===== src/rtl/acc_snapshot_fifo.sv =====
// Snapshot FIFO behind the 8-bit accumulator: captures dout on snap with a wrap flag
// (value below the previous snapshot) and hands entries to a reader over valid/ready.
module acc_snapshot_fifo #(
    parameter int WIDTH = 8,
    parameter int DEPTH = 4,
    parameter int AW    = 2
) (
    input  logic             clk,
    input  logic             rst,
    input  logic [WIDTH-1:0] acc_in,
    input  logic             snap,
    input  logic             rd_ready,
    output logic             rd_valid,
    output logic [WIDTH-1:0] rd_data,
    output logic             rd_wrap,
    output logic [AW:0]      level,
    output logic             full,
    output logic             overflow,
    input  logic             clr_ovf
);

    localparam logic [AW:0] DepthVal = (AW+1)'(DEPTH);

    logic [WIDTH:0]   mem [DEPTH];
    logic [AW-1:0]    wrPtr;
    logic [AW-1:0]    rdPtr;
    logic [AW:0]      count;
    logic [WIDTH-1:0] prev;
    logic             ovfReg;

    logic isEmpty;
    logic isFull;
    logic doPop;
    logic doPush;
    logic doDrop;
    logic wrapBit;

    // Read side: the head is offered whenever the FIFO holds an entry and it leaves
    // on a clock edge where rd_valid and rd_ready are both high. snap is never stalled;
    // a snapshot arriving while full with no pop in the same cycle is dropped.
    always_comb begin
        isEmpty = (count == '0);
        isFull  = (count == DepthVal);
        doPop   = !isEmpty && rd_ready;
        doPush  = snap && (!isFull || doPop);
        doDrop  = snap && isFull && !doPop;
        wrapBit = (acc_in < prev);
    end

    // Storage carries no reset; the read mux below hides stale contents when empty.
    always_ff @(posedge clk) begin
        if (doPush) begin
            mem[wrPtr] <= {wrapBit, acc_in};
        end
    end

    always_ff @(posedge clk or posedge rst) begin
        if (rst) begin
            wrPtr  <= '0;
            rdPtr  <= '0;
            count  <= '0;
            prev   <= '0;
            ovfReg <= 1'b0;
        end else begin
            if (doPush) begin
                wrPtr <= wrPtr + 1'b1;
            end
            if (doPop) begin
                rdPtr <= rdPtr + 1'b1;
            end
            if (doPush && !doPop) begin
                count <= count + 1'b1;
            end else if (doPop && !doPush) begin
                count <= count - 1'b1;
            end
            // prev tracks every snapshot, including dropped ones.
            if (snap) begin
                prev <= acc_in;
            end
            // A drop in the same cycle as clr_ovf keeps the flag set.
            if (doDrop) begin
                ovfReg <= 1'b1;
            end else if (clr_ovf) begin
                ovfReg <= 1'b0;
            end
        end
    end

    always_comb begin
        rd_valid = !isEmpty;
        rd_data  = '0;
        rd_wrap  = 1'b0;
        if (!isEmpty) begin
            rd_data = mem[rdPtr][WIDTH-1:0];
            rd_wrap = mem[rdPtr][WIDTH];
        end
        level    = count;
        full     = isFull;
        overflow = ovfReg;
    end

endmodule

===== config.mk =====
export PLATFORM = sky130hd
export DESIGN_NAME = acc_snapshot_fifo
export DESIGN_NICKNAME = d
export VERILOG_FILES = /design/src/rtl/acc_snapshot_fifo.sv
export SDC_FILE = /design/constraint.sdc
export NUM_CORES = 1
export LEC_CHECK = 0
export CAP_MARGIN = 20
export CORE_MARGIN = 2
export CORE_UTILIZATION = 55
export CTS_CLUSTER_DIAMETER = 100
export CTS_CLUSTER_SIZE = 8
export DETAILED_ROUTE_END_ITERATION = 16
export PLACE_DENSITY = 0.79
export REMOVE_ABC_BUFFERS = 1
export SLEW_MARGIN = 20
export SYNTH_ARGS = -nofsm -noshare
export SYNTH_HDL_FRONTEND = slang
export SYNTH_SLANG_ARGS = --single-unit

===== constraint.sdc =====
create_clock -name clk -period 3.6 [get_ports clk]
set_input_delay 0.36 -clock clk [delete_from_list [all_inputs] [get_ports clk]]
set_output_delay 0.36 -clock clk [all_outputs]
set_load 0.02 [all_outputs]

* Word-level counts from Yosys, hierarchy flattened
Memories as Yosys holds them, arrays and structs flattened.
Cells that the tools add are included.
Widths: inputs -> output; s select.
** Storage, ports and cells
- Memory bits (writable) :: 36
- Input port bits :: 13
- Logic and storage cells :: 34
- Register bits after elaboration :: 16
- Bits in read-only memories :: 0
- Bits in latches :: 0
- Memories kept :: 1
** Cells by class
- $add $sub $neg :: 4
- Bitwise logic cells :: 0
- Shift-type cells :: 0
- Multipliers :: 0
- Equal/unequal tests :: 1
- Order comparisons :: 1
- Muxes and demuxes :: 8
- Div/mod/pow operators :: 0
- Reductions and logical operators :: 14
** Memories
- mem :: words 4, bits a word 9, read ports 1, clocked after Yosys merged registers in 0, write ports 1, RTL line 24 : logic [WIDTH:0] mem [DEPTH];
** Operators by type and width (count)
- $lt 8x8->1 :: 1
- $mux 8 :: 1
- $logic_and 1x1->1 :: 6
- $mux 3 :: 2
- $mux 1 :: 5
- $add 2x1->2 const B :: 2
- $logic_not 1->1 :: 4
- $reduce_bool 2->1 :: 2
- $add 3x1->3 const B :: 1
- $eq 3x3->1 const B :: 1
- $logic_not 3->1 :: 1
- $sub 3x1->3 const B :: 1
- $logic_or 1x1->1 :: 1

* Depth between registers and ports, before layout
Gate-level depths: netlist of run 1.
- Word-level depth :: 9
- Mapped depth :: 8
- Depth with buffers taken out :: 8

* Worst setup path before layout of run 1
No wires, ideal clock.
- Kind :: flip-flop to flip-flop
- Start point :: reg count[0], in the netlist level[0]
- End point :: reg count[1], in the netlist level[1]
- Setup time :: 0.125 ns
- Arrival time :: 2.081 ns
- Period minus slack after synthesis :: 2.206 ns
- Setup slack :: 1.394 ns
- Stages on the path, launching flop included :: 7
- Required time :: 3.475 ns
- Path through :: dfrtp_1 -> or3b_1 -> o21a_4 -> ha_1 -> inv_1 -> fa_1 -> mux2_2
** Between the ends
- Longest elaborated chain between the ends :: 8
** Ends and longest elaborated chain
- from (decl) :: RTL line 27 : logic [AW:0] count;
- from (signal assigned) :: RTL line 72 : count <= count + 1'b1;
- from (signal assigned) :: RTL line 74 : count <= count - 1'b1;
- $logic_not 3->1 :: RTL line 42 : isEmpty = (count == '0);
- $logic_not 1->1
- $logic_and 1x1->1 :: RTL line 44 : doPop = !isEmpty && rd_ready;
- $logic_or 1x1->1 (*) :: RTL line 45 : doPush = snap && (!isFull || doPop);
- $logic_and 1x1->1 (*) :: RTL line 45
- net doPush :: RTL line 34 : logic doPush;
- $logic_not 1->1 :: RTL line 73 : end else if (doPop && !doPush) begin
- $logic_and 1x1->1 :: RTL line 73
- $reduce_bool 2->1 (no source line)
Mark *: on every way through the listed nets, which the timed path passes. The rest lies on a longest branch. The select of a mux whose other input is x is not followed.
A chain may end at the register's enable or synchronous reset.

* Worst setup path after layout of run 1
- Start point :: reg rdPtr[0]
- End point :: out rd_data[5]
** Between the ends
- Longest elaborated chain between the ends :: 2
** Ends and longest elaborated chain
- from (decl) :: RTL line 26 : logic [AW-1:0] rdPtr;
- from (signal assigned) :: RTL line 69 : rdPtr <= rdPtr + 1'b1;
- $mem_v2 4x9
- $mux 8 :: RTL line 93 : if (!isEmpty) begin
- to (decl) :: RTL line 14 : output logic [WIDTH-1:0] rd_data,
No other way between the ends.

==> PnR_summary.wiki, run 1 <==
{| class="wikitable"
! Metric !! Value
|-
| Synth Area in Simple Gates || 0.0689
|-
| Type of the worst setup path || reg2out
|-
| Cell row count || 23
|-
| Critical R2R Launch || level[0]
|-
| Boundary Pins || 28
|-
| Combinational group share of total power || 0.396
|-
| Wire length of the first global-routing pass || approximately 6000 um
|-
| Count of TritonRoute iterations in the first routing pass || 4
|-
| Area of the die || 0.00466 sq mm
|-
| Synthesized cell area || about 0.0023 sq mm
|-
| Top cells by count, synth || sky130_fd_sc_hd__edfxtp_1, sky130_fd_sc_hd__dfrtp_1, sky130_fd_sc_hd__inv_1
|-
| Top FF cell, synth || sky130_fd_sc_hd__edfxtp_1
|-
| Via-per-instance ratio || roughly 5.4
|-
| First-iteration detailed-routing DRC count || between 50 and 60
|-
| Critical path buffers and inverters || 1
|-
| Insertion delay to the later sink of the worst-skew pair || approximately 0.31 ns
|-
| Summed negative setup slack over all endpoints || 0 ns
|-
| Die height || 68.2 um
|-
| Count of cells resized by post-cts repair || 0
|-
| Weighted congestion reported at the end of routability-driven placement || 0.783
|-
| Final hold vios || 0
|-
| Switching power share of the total || 0.332
|-
| Initial core utilization || 0.567
|-
| Final Util || 0.667
|-
| Post-route antenna net violation count || 0
|-
| VDD IR-drop max || 0.411 mV
|-
| Post-synthesis instance total || 147
|-
| Share of cell area taken by muxes after synthesis || 0.106
|-
| Detailed-route via count || approximately 1.2k
|-
| Area growth, synth to finish || 17.6%
|-
| Pin count of the biggest net entering global routing || 18
|-
| Leakage power total || roughly 1 nW
|-
| Post-synthesis sequential area ratio || 0.653
|-
| Measured slew at the worst slew-check pin || roughly 0.68 ns
|-
| Post-CTS Hold Fix Bufs || 0
|-
| Fin nets || 202
|-
| Worst R2R Path Depth || 8
|-
| Count of antenna diodes in the layout || 0
|-
| Largest family of logic cells by synthesized area || multiplexers
|-
| Crit path cell chain || mux4_2 > and2_1 > clkdlybuf4s50_1
|-
| Pwr/cell area || around 760 mW/mm^2
|-
| Final HPWL DP || between 2000 and 3000 um
|-
| Count of buffers from port buffering || 27
|-
| Clk network pwr share || 0.158
|-
| Leftover overflow at the end of global routing || 0
|-
| Int Power || roughly 1.4 mW
|-
| Wire per inst || about 17 um
|-
| Synth area leaders || sky130_fd_sc_hd__edfxtp_1, sky130_fd_sc_hd__dfrtp_1, sky130_fd_sc_hd__mux4_2, sky130_fd_sc_hd__ha_1, sky130_fd_sc_hd__and2_1
|-
| Peak clock frequency supported by timing || around 370 MHz
|-
| Post-synthesis cell type with the largest combined area || sky130_fd_sc_hd__edfxtp_1
|-
| Number of synthesized register bits || 52
|-
| Total core area || roughly 0.0040 sq mm
|-
| Global Route Usage Sum || 0.190
|-
| Minimum period implied by the final worst setup slack || ~2.7 ns
|-
| Most frequently used cell type in the post-synthesis netlist || sky130_fd_sc_hd__edfxtp_1
|-
| Cell with the biggest individual delay on the critical path || sky130_fd_sc_hd__dfrtp_1
|-
| Reg2reg setup slack || 1.28 ns
|-
| Category of the worst setup path launch point || flop
|-
| Fraction of synthesized cell area in xor and xnor cells || 0.0232
|-
| Clk sinks || between 50 and 60
|-
| Post-synth top area share || 0.476
|-
| Worst-path clk slew || around 0.10 ns
|-
| Total count of max-transition violations in the final report || 0
|-
| Unique cell type count in the Yosys netlist || 25
|-
| Antenna violations before repair || 0
|-
| Total power of the final layout || about 2.0 mW
|-
| Largest delay contributor family on the critical path || flip-flops
|-
| Compound-Gate Fraction of Synth Area || 0.0419
|-
| Post-synthesis adder-cell area fraction || 0.0750
|-
| Post-synth EDFFs || 36
|-
| Reg2Reg Capture Point || level[2]
|-
| H-Tree Level Count || 2
|-
| Setup Skew || slightly below 0.01 ns
|-
| Sequential Power Share || 0.446
|-
| CP required || 3.24 ns
|-
| Number of global-route vias before repair || between 1k and 1.5k
|-
| Data arrival time at the worst-slack endpoint || 2.37 ns
|-
| Worst hold path type || in2async
|-
| Delay of the slowest critical-path stage || between 0.7 and 0.8 ns
|-
| Post CTS Setup Buffer Count || 0
|-
| Worst Setup End Kind || primary output
|-
| Die boundary width || just under 70 um
|-
| Biggest fanout along the worst timing path || 11
|-
| Root buf cell || sky130_fd_sc_hd__clkbuf_8
|-
| Wire length reported by the detailed router || about 3800 um
|-
| Num CTS Buffers || 5
|-
| Average instance area after synthesis || ~15 sq um
|-
| Layout cell share with drive strength beyond 1 || 0.113
|-
| Status || complete, no violations
|-
| Number of maximum-capacitance violations || 0
|-
| Fillers || 292
|-
| Final worst path period share || 0.759
|-
| Number of remaining DRC errors || 0
|-
| Share of flip-flops with an asynchronous set or reset after synthesis || 0.308
|-
| Switching power || between 0.6 and 0.7 mW
|-
| Total of endpoints with negative setup slack in the final report || 0
|-
| Yosys warning count || 0
|-
| CTS tree || yes
|-
| Unrepaired setup endpoints after global routing || false
|-
| Headroom to the max-slew limit || 0.546
|-
| Maximum buffer depth of the clock tree || 2
|}
-- logic make-up (layout without fill, tap and decap cells) --
group                    count (synthesis)  in the layout
AO/OA/AOI/OAI                           15             15
XOR/XNOR                                 6              6
adder cells (fa/ha/maj)                 13             13
buffers and inverters                   19             49
flip-flops                              52             52
multiplexers                            12             12
AND/OR/NAND/NOR                         30             30
-- cell usage in the layout (no fill, tap or decap), types with 3 or more instances in the layout --
master	count
sky130_fd_sc_hd__and2_1	13
sky130_fd_sc_hd__clkbuf_8	5
sky130_fd_sc_hd__clkdlybuf4s50_1	27
sky130_fd_sc_hd__dfrtp_1	16
sky130_fd_sc_hd__edfxtp_1	36
sky130_fd_sc_hd__ha_1	12
sky130_fd_sc_hd__inv_1	14
sky130_fd_sc_hd__mux4_2	9
sky130_fd_sc_hd__nand2_1	10
sky130_fd_sc_hd__nor2_1	3
sky130_fd_sc_hd__o21ai_0	9
sky130_fd_sc_hd__xnor2_1	4
-- registers in the layout, summed over array words and instances, names as in the netlist --
signal and count:
overflow 1, prev 8, mem 36, level 3
rdPtr 2, wrPtr 2
-- final cells by class --
| type | instances | area [sq um] | share of cell area |
|---|---|---|---|
| clock buffer | 5 | 68.8 | 0.0258 |
| inverter | 14 | 52.6 | 0.0197 |
| sequential | 52 | 1480 | 0.555 |
| multi-input combinational | 76 | 714 | 0.268 |
| tap | 50 | 62.6 | 0.0234 |
| timing repair buffer | 27 | 270 | 0.101 |
| clock inverter | 3 | 18.8 | 0.00703 |
-- how the worst max path moves through the flow --
stage | start | endpoint | slack [ns] | depth (start not counted)
2_1_floorplan | level[0] | level[2] | 1.32 | 8
3_3_place_gp | snap | level[2] | 1.11 | 8
3_5_place_dp | snap | level[2] | 1.03 | 8
4_1_cts | rdPtr[0] | rd_data[5] | 0.82 | 3
5_1_grt | rdPtr[0] | rd_data[5] | 0.71 | 3
6_report | rdPtr[0] | rd_data[5] | 0.87 | 3
-- through the flow --
stage / cells / hold WS, ns / setup slack, ns / cell area [sq um]
after CTS: 227 / 0.447 / 0.822 / 2670
after global routing: 227 / 0.491 / 0.711 / 2670
final: 227 / 0.427 / 0.868 / 2670
after global placement: 219 / 0.482 / 1.11 / 2580
after floorplan: 142 / 0.274 / 1.32 / 2250
after detailed placement: 219 / 0.502 / 1.03 / 2580
-- routing by layer --
layer / up-vias / share of wire / GRT usage / wire length (um)
met1: 616 / 0.42 / 0.233 / 1580
met5: - / 0 / 0 / 0
met2: 29 / 0.53 / 0.329 / 1980
met4: 0 / 0.014 / 0.0675 / 51
li1: 580 / - / - / -
met3: 6 / 0.042 / 0.0461 / 158
-- power groups by stage --
stage	clock network, mW	registers (mW)	logic [mW]
floorplan	0	0.904	0.484
global placement	0	0.904	0.789
detailed placement	0	0.918	0.812
CTS	0.324	0.904	0.814
global route	0.346	0.922	0.877
finish	0.320	0.900	0.800
Power figures use the tool's default switching activity.
==> inputs of run 2 (changes only) <==
--- a/config.mk
+++ b/config.mk
@@ -7,11 +7,11 @@
 export LEC_CHECK = 0
 export CAP_MARGIN = 20
 export CORE_MARGIN = 2
-export CORE_UTILIZATION = 55
+export CORE_UTILIZATION = 54
 export CTS_CLUSTER_DIAMETER = 100
 export CTS_CLUSTER_SIZE = 8
 export DETAILED_ROUTE_END_ITERATION = 16
-export PLACE_DENSITY = 0.79
+export PLACE_DENSITY = 0.78
 export REMOVE_ABC_BUFFERS = 1
 export SLEW_MARGIN = 20
 export SYNTH_ARGS = -nofsm -noshare
==> constraint.sdc (replaced) <==
create_clock -name clk -period 2.6 [get_ports clk]
set_input_delay 0.26 -clock clk [delete_from_list [all_inputs] [get_ports clk]]
set_output_delay 0.26 -clock clk [all_outputs]
set_load 0.02 [all_outputs]
==> PnR_summary.wiki, run 2 (same netlist as run 1, synthesis figures left out) <==
{| class="wikitable"
! Metric !! Value
|-
| Number of remaining DRC errors || 0 (unchanged)
|-
| Maximum buffer depth of the clock tree || 2 (unchanged)
|-
| Layout cell share with drive strength beyond 1 || 0.138 (was 0.113)
|-
| Total count of max-transition violations in the final report || 0 (unchanged)
|-
| Clk sinks || 52 (unchanged)
|-
| Total of endpoints with negative setup slack in the final report || 0 (unchanged)
|-
| Data arrival time at the worst-slack endpoint || 2.06 ns (was 2.37 ns)
|-
| Total power of the final layout || 2.94 mW (was 2.02 mW)
|-
| Met2 wire length || 2070 um (was 1980 um)
|-
| Post-route antenna net violation count || 0 (unchanged)
|-
| Final HPWL DP || 2870 um (was 2670 um)
|-
| Met1 WL || 1730 um (was 1580 um)
|-
| Post CTS Setup Buffer Count || 0 (unchanged)
|-
| Measured slew at the worst slew-check pin || 0.655 ns (was 0.680 ns)
|-
| Crit path from || rdPtr[1] (was rdPtr[0])
|-
| Number of global-route vias before repair || 1308 (was 1219)
|-
| Leading cell types in the layout, fill and taps excluded || sky130_fd_sc_hd__edfxtp_1, sky130_fd_sc_hd__clkdlybuf4s50_1, sky130_fd_sc_hd__dfrtp_1, sky130_fd_sc_hd__inv_1, sky130_fd_sc_hd__and2_1 (unchanged)
|-
| Worst slack at placement || 0.366 ns (was 1.03 ns)
|-
| Biggest fanout along the worst timing path || 10 (was 11)
|-
| Number of maximum-capacitance violations || 0 (unchanged)
|-
| Critical R2R Launch || level[0] (unchanged)
|-
| Fin nets || 206 (was 202)
|-
| H-Tree Level Count || 2 (unchanged)
|-
| Worst R2R Path Depth || 6 (was 8)
|-
| Flip-flop count of the largest register, all copies and words added || 36 (unchanged)
|-
| Wire per inst || 17.5 um (was 16.6 um)
|-
| Cell with the biggest individual delay on the critical path || sky130_fd_sc_hd__dfrtp_1 (unchanged)
|-
| Die boundary width || 68.8 um (was 68.2 um)
|-
| CP required || 2.34 ns (was 3.24 ns)
|-
| Wire length of the first global-routing pass || 6490 um (was 5980 um)
|-
| Root buf cell || sky130_fd_sc_hd__clkbuf_8 (unchanged)
|-
| Leftover overflow at the end of global routing || 0 (unchanged)
|-
| Final worst path period share || 0.891
|-
| Initial core utilization || 0.563 (was 0.567)
|-
| Category of the worst setup path launch point || flop (unchanged)
|-
| Minimum period implied by the final worst setup slack || roughly 2.3 ns
|-
| Reg2Reg Capture Point || level[1] (was level[2])
|-
| Area growth, synth to finish || 20.0% (was 17.6%)
|-
| Reg2reg setup slack || 0.37 ns (was 1.28 ns)
|-
| Count of buffers from port buffering || 27 (unchanged)
|-
| Final hold vios || 0 (unchanged)
|-
| VDD IR-drop max || 0.574 mV (was 0.411 mV)
|-
| First-iteration detailed-routing DRC count || 78 (was 57)
|-
| Top reg by flops || mem (unchanged)
|-
| Setup Skew || 0.00633 ns (was 0.00994 ns)
|-
| Type of the worst setup path || reg2out (unchanged)
|-
| Crit path cell chain || mux4_2 > and2_1 > clkdlybuf4s50_1 (unchanged)
|-
| Summed negative setup slack over all endpoints || 0 ns (unchanged)
|-
| Peak clock frequency supported by timing || around 430 MHz
|-
| Cell row count || 23 (unchanged)
|-
| CTS tree || yes (unchanged)
|-
| Die height || 68.8 um (was 68.2 um)
|-
| Wire length on met3 || 146 um (was 158 um)
|-
| Worst hold path type || in2async (unchanged)
|-
| Most common library cell in the layout ignoring fill and taps || sky130_fd_sc_hd__edfxtp_1 (unchanged)
|-
| Top layer reached by signal wires || met4 (unchanged)
|-
| Unrepaired setup endpoints after global routing || false (unchanged)
|-
| Count of TritonRoute iterations in the first routing pass || 4 (unchanged)
|-
| Leakage power total || 1.05 nW (was 1.01 nW)
|-
| Detailed-route via count || 1237 (was 1231)
|-
| Total core area || 0.00403 sq mm (was 0.00400 sq mm)
|-
| Setup slack after layout || 0.284 ns (was 0.868 ns)
|-
| Pin count of the biggest net entering global routing || 17 (was 18)
|-
| Insertion delay to the later sink of the worst-skew pair || 0.31 ns (about the same)
|-
| Worst-path clk slew || 0.09 ns (was 0.10 ns)
|-
| Final Util || 0.676 (was 0.667)
|-
| Num CTS Buffers || 5 (unchanged)
|-
| Fillers || 280 (was 292)
|-
| Status || complete, no violations (unchanged)
|-
| Worst Setup End Kind || primary output (unchanged)
|-
| Boundary Pins || 28 (unchanged)
|-
| Antenna violations before repair || 0 (unchanged)
|-
| Delay of the slowest critical-path stage || 0.66 ns (was 0.79 ns)
|-
| Wire length reported by the detailed router || 4030 um (was 3770 um)
|-
| Pwr/cell area || 1080 mW/mm^2 (was 757 mW/mm^2)
|-
| Post-CTS Hold Fix Bufs || 0 (unchanged)
|-
| Worst Hold Margin || 0.353 ns (was 0.427 ns)
|-
| Count of antenna diodes in the layout || 0 (unchanged)
|-
| Global Route Usage Sum || 0.205 (was 0.190)
|-
| Count of cells resized by post-cts repair || 0 (unchanged)
|-
| Headroom to the max-slew limit || 0.563 (was 0.546)
|-
| Weighted congestion reported at the end of routability-driven placement || 0.744 (was 0.783)
|-
| Via-per-instance ratio || 5.35 (was 5.42)
|-
| Area of the die || 0.00474 sq mm (was 0.00466 sq mm)
|}
==> run 2: cell count changes in the layout (fill, tap and decap cells not counted), sizes merged <==
cell      before  now
bufinv         0    1
buf            0    4
clkinvlp       2    1
==> run 2: cell type report <==
type | count | area [sq um] | area share
Clock buffer | 5 | 68.8 | 0.0253
Sequential cell | 52 | 1480 | 0.544
Clock inverter | 3 | 42.5 | 0.0156
Tap cell | 50 | 62.6 | 0.0230
Inverter | 14 | 52.6 | 0.0193
Multi-Input combinational cell | 76 | 714 | 0.262
Timing Repair Buffer | 31 | 300 | 0.110
==> run 2: power by group <==
group | switching, mW | internal, mW | leakage (nW) | total, mW
logic | 0.568 | 0.629 | 0.471 | 1.20
registers | 0.112 | 1.09 | 0.522 | 1.20
clock network | 0.264 | 0.285 | 0.0541 | 0.548
total | 0.944 | 2.00 | 1.05 | 2.94
==> run 2: how the worst max path moves through the flow <==
| stage | cells after the start | endpoint |
|---|---|---|
| floorplan | 8 | level[2] |
| global placement | 6 | level[1] |
| detailed placement | 6 | level[1] |
| CTS | 3 | rd_data[3] |
| global route | 3 | rd_data[3] |
| finish | 3 | rd_data[3] |
==> run 2: layer usage <==
layer	GRT usage	vias up
met5	0	-
met4	0.103	0
met3	0.0406	8
met2	0.346	29
met1	0.252	612
li1	-	588
==> run 2: through the flow <==
stage	instance area, sq um	std cells
after global routing	2720	231
after global placement	2610	223
final	2720	231
after floorplan	2250	142
after detailed placement	2610	223
after CTS	2720	231
==> run 2: worst max-delay path, delay by kind of cell (launching register included) <==
kind	cells	cell delay, ns
buffers and inverters	1	0.53
flip-flops	1	0.66
multiplexers	1	0.37
AND/OR/NAND/NOR	1	0.18
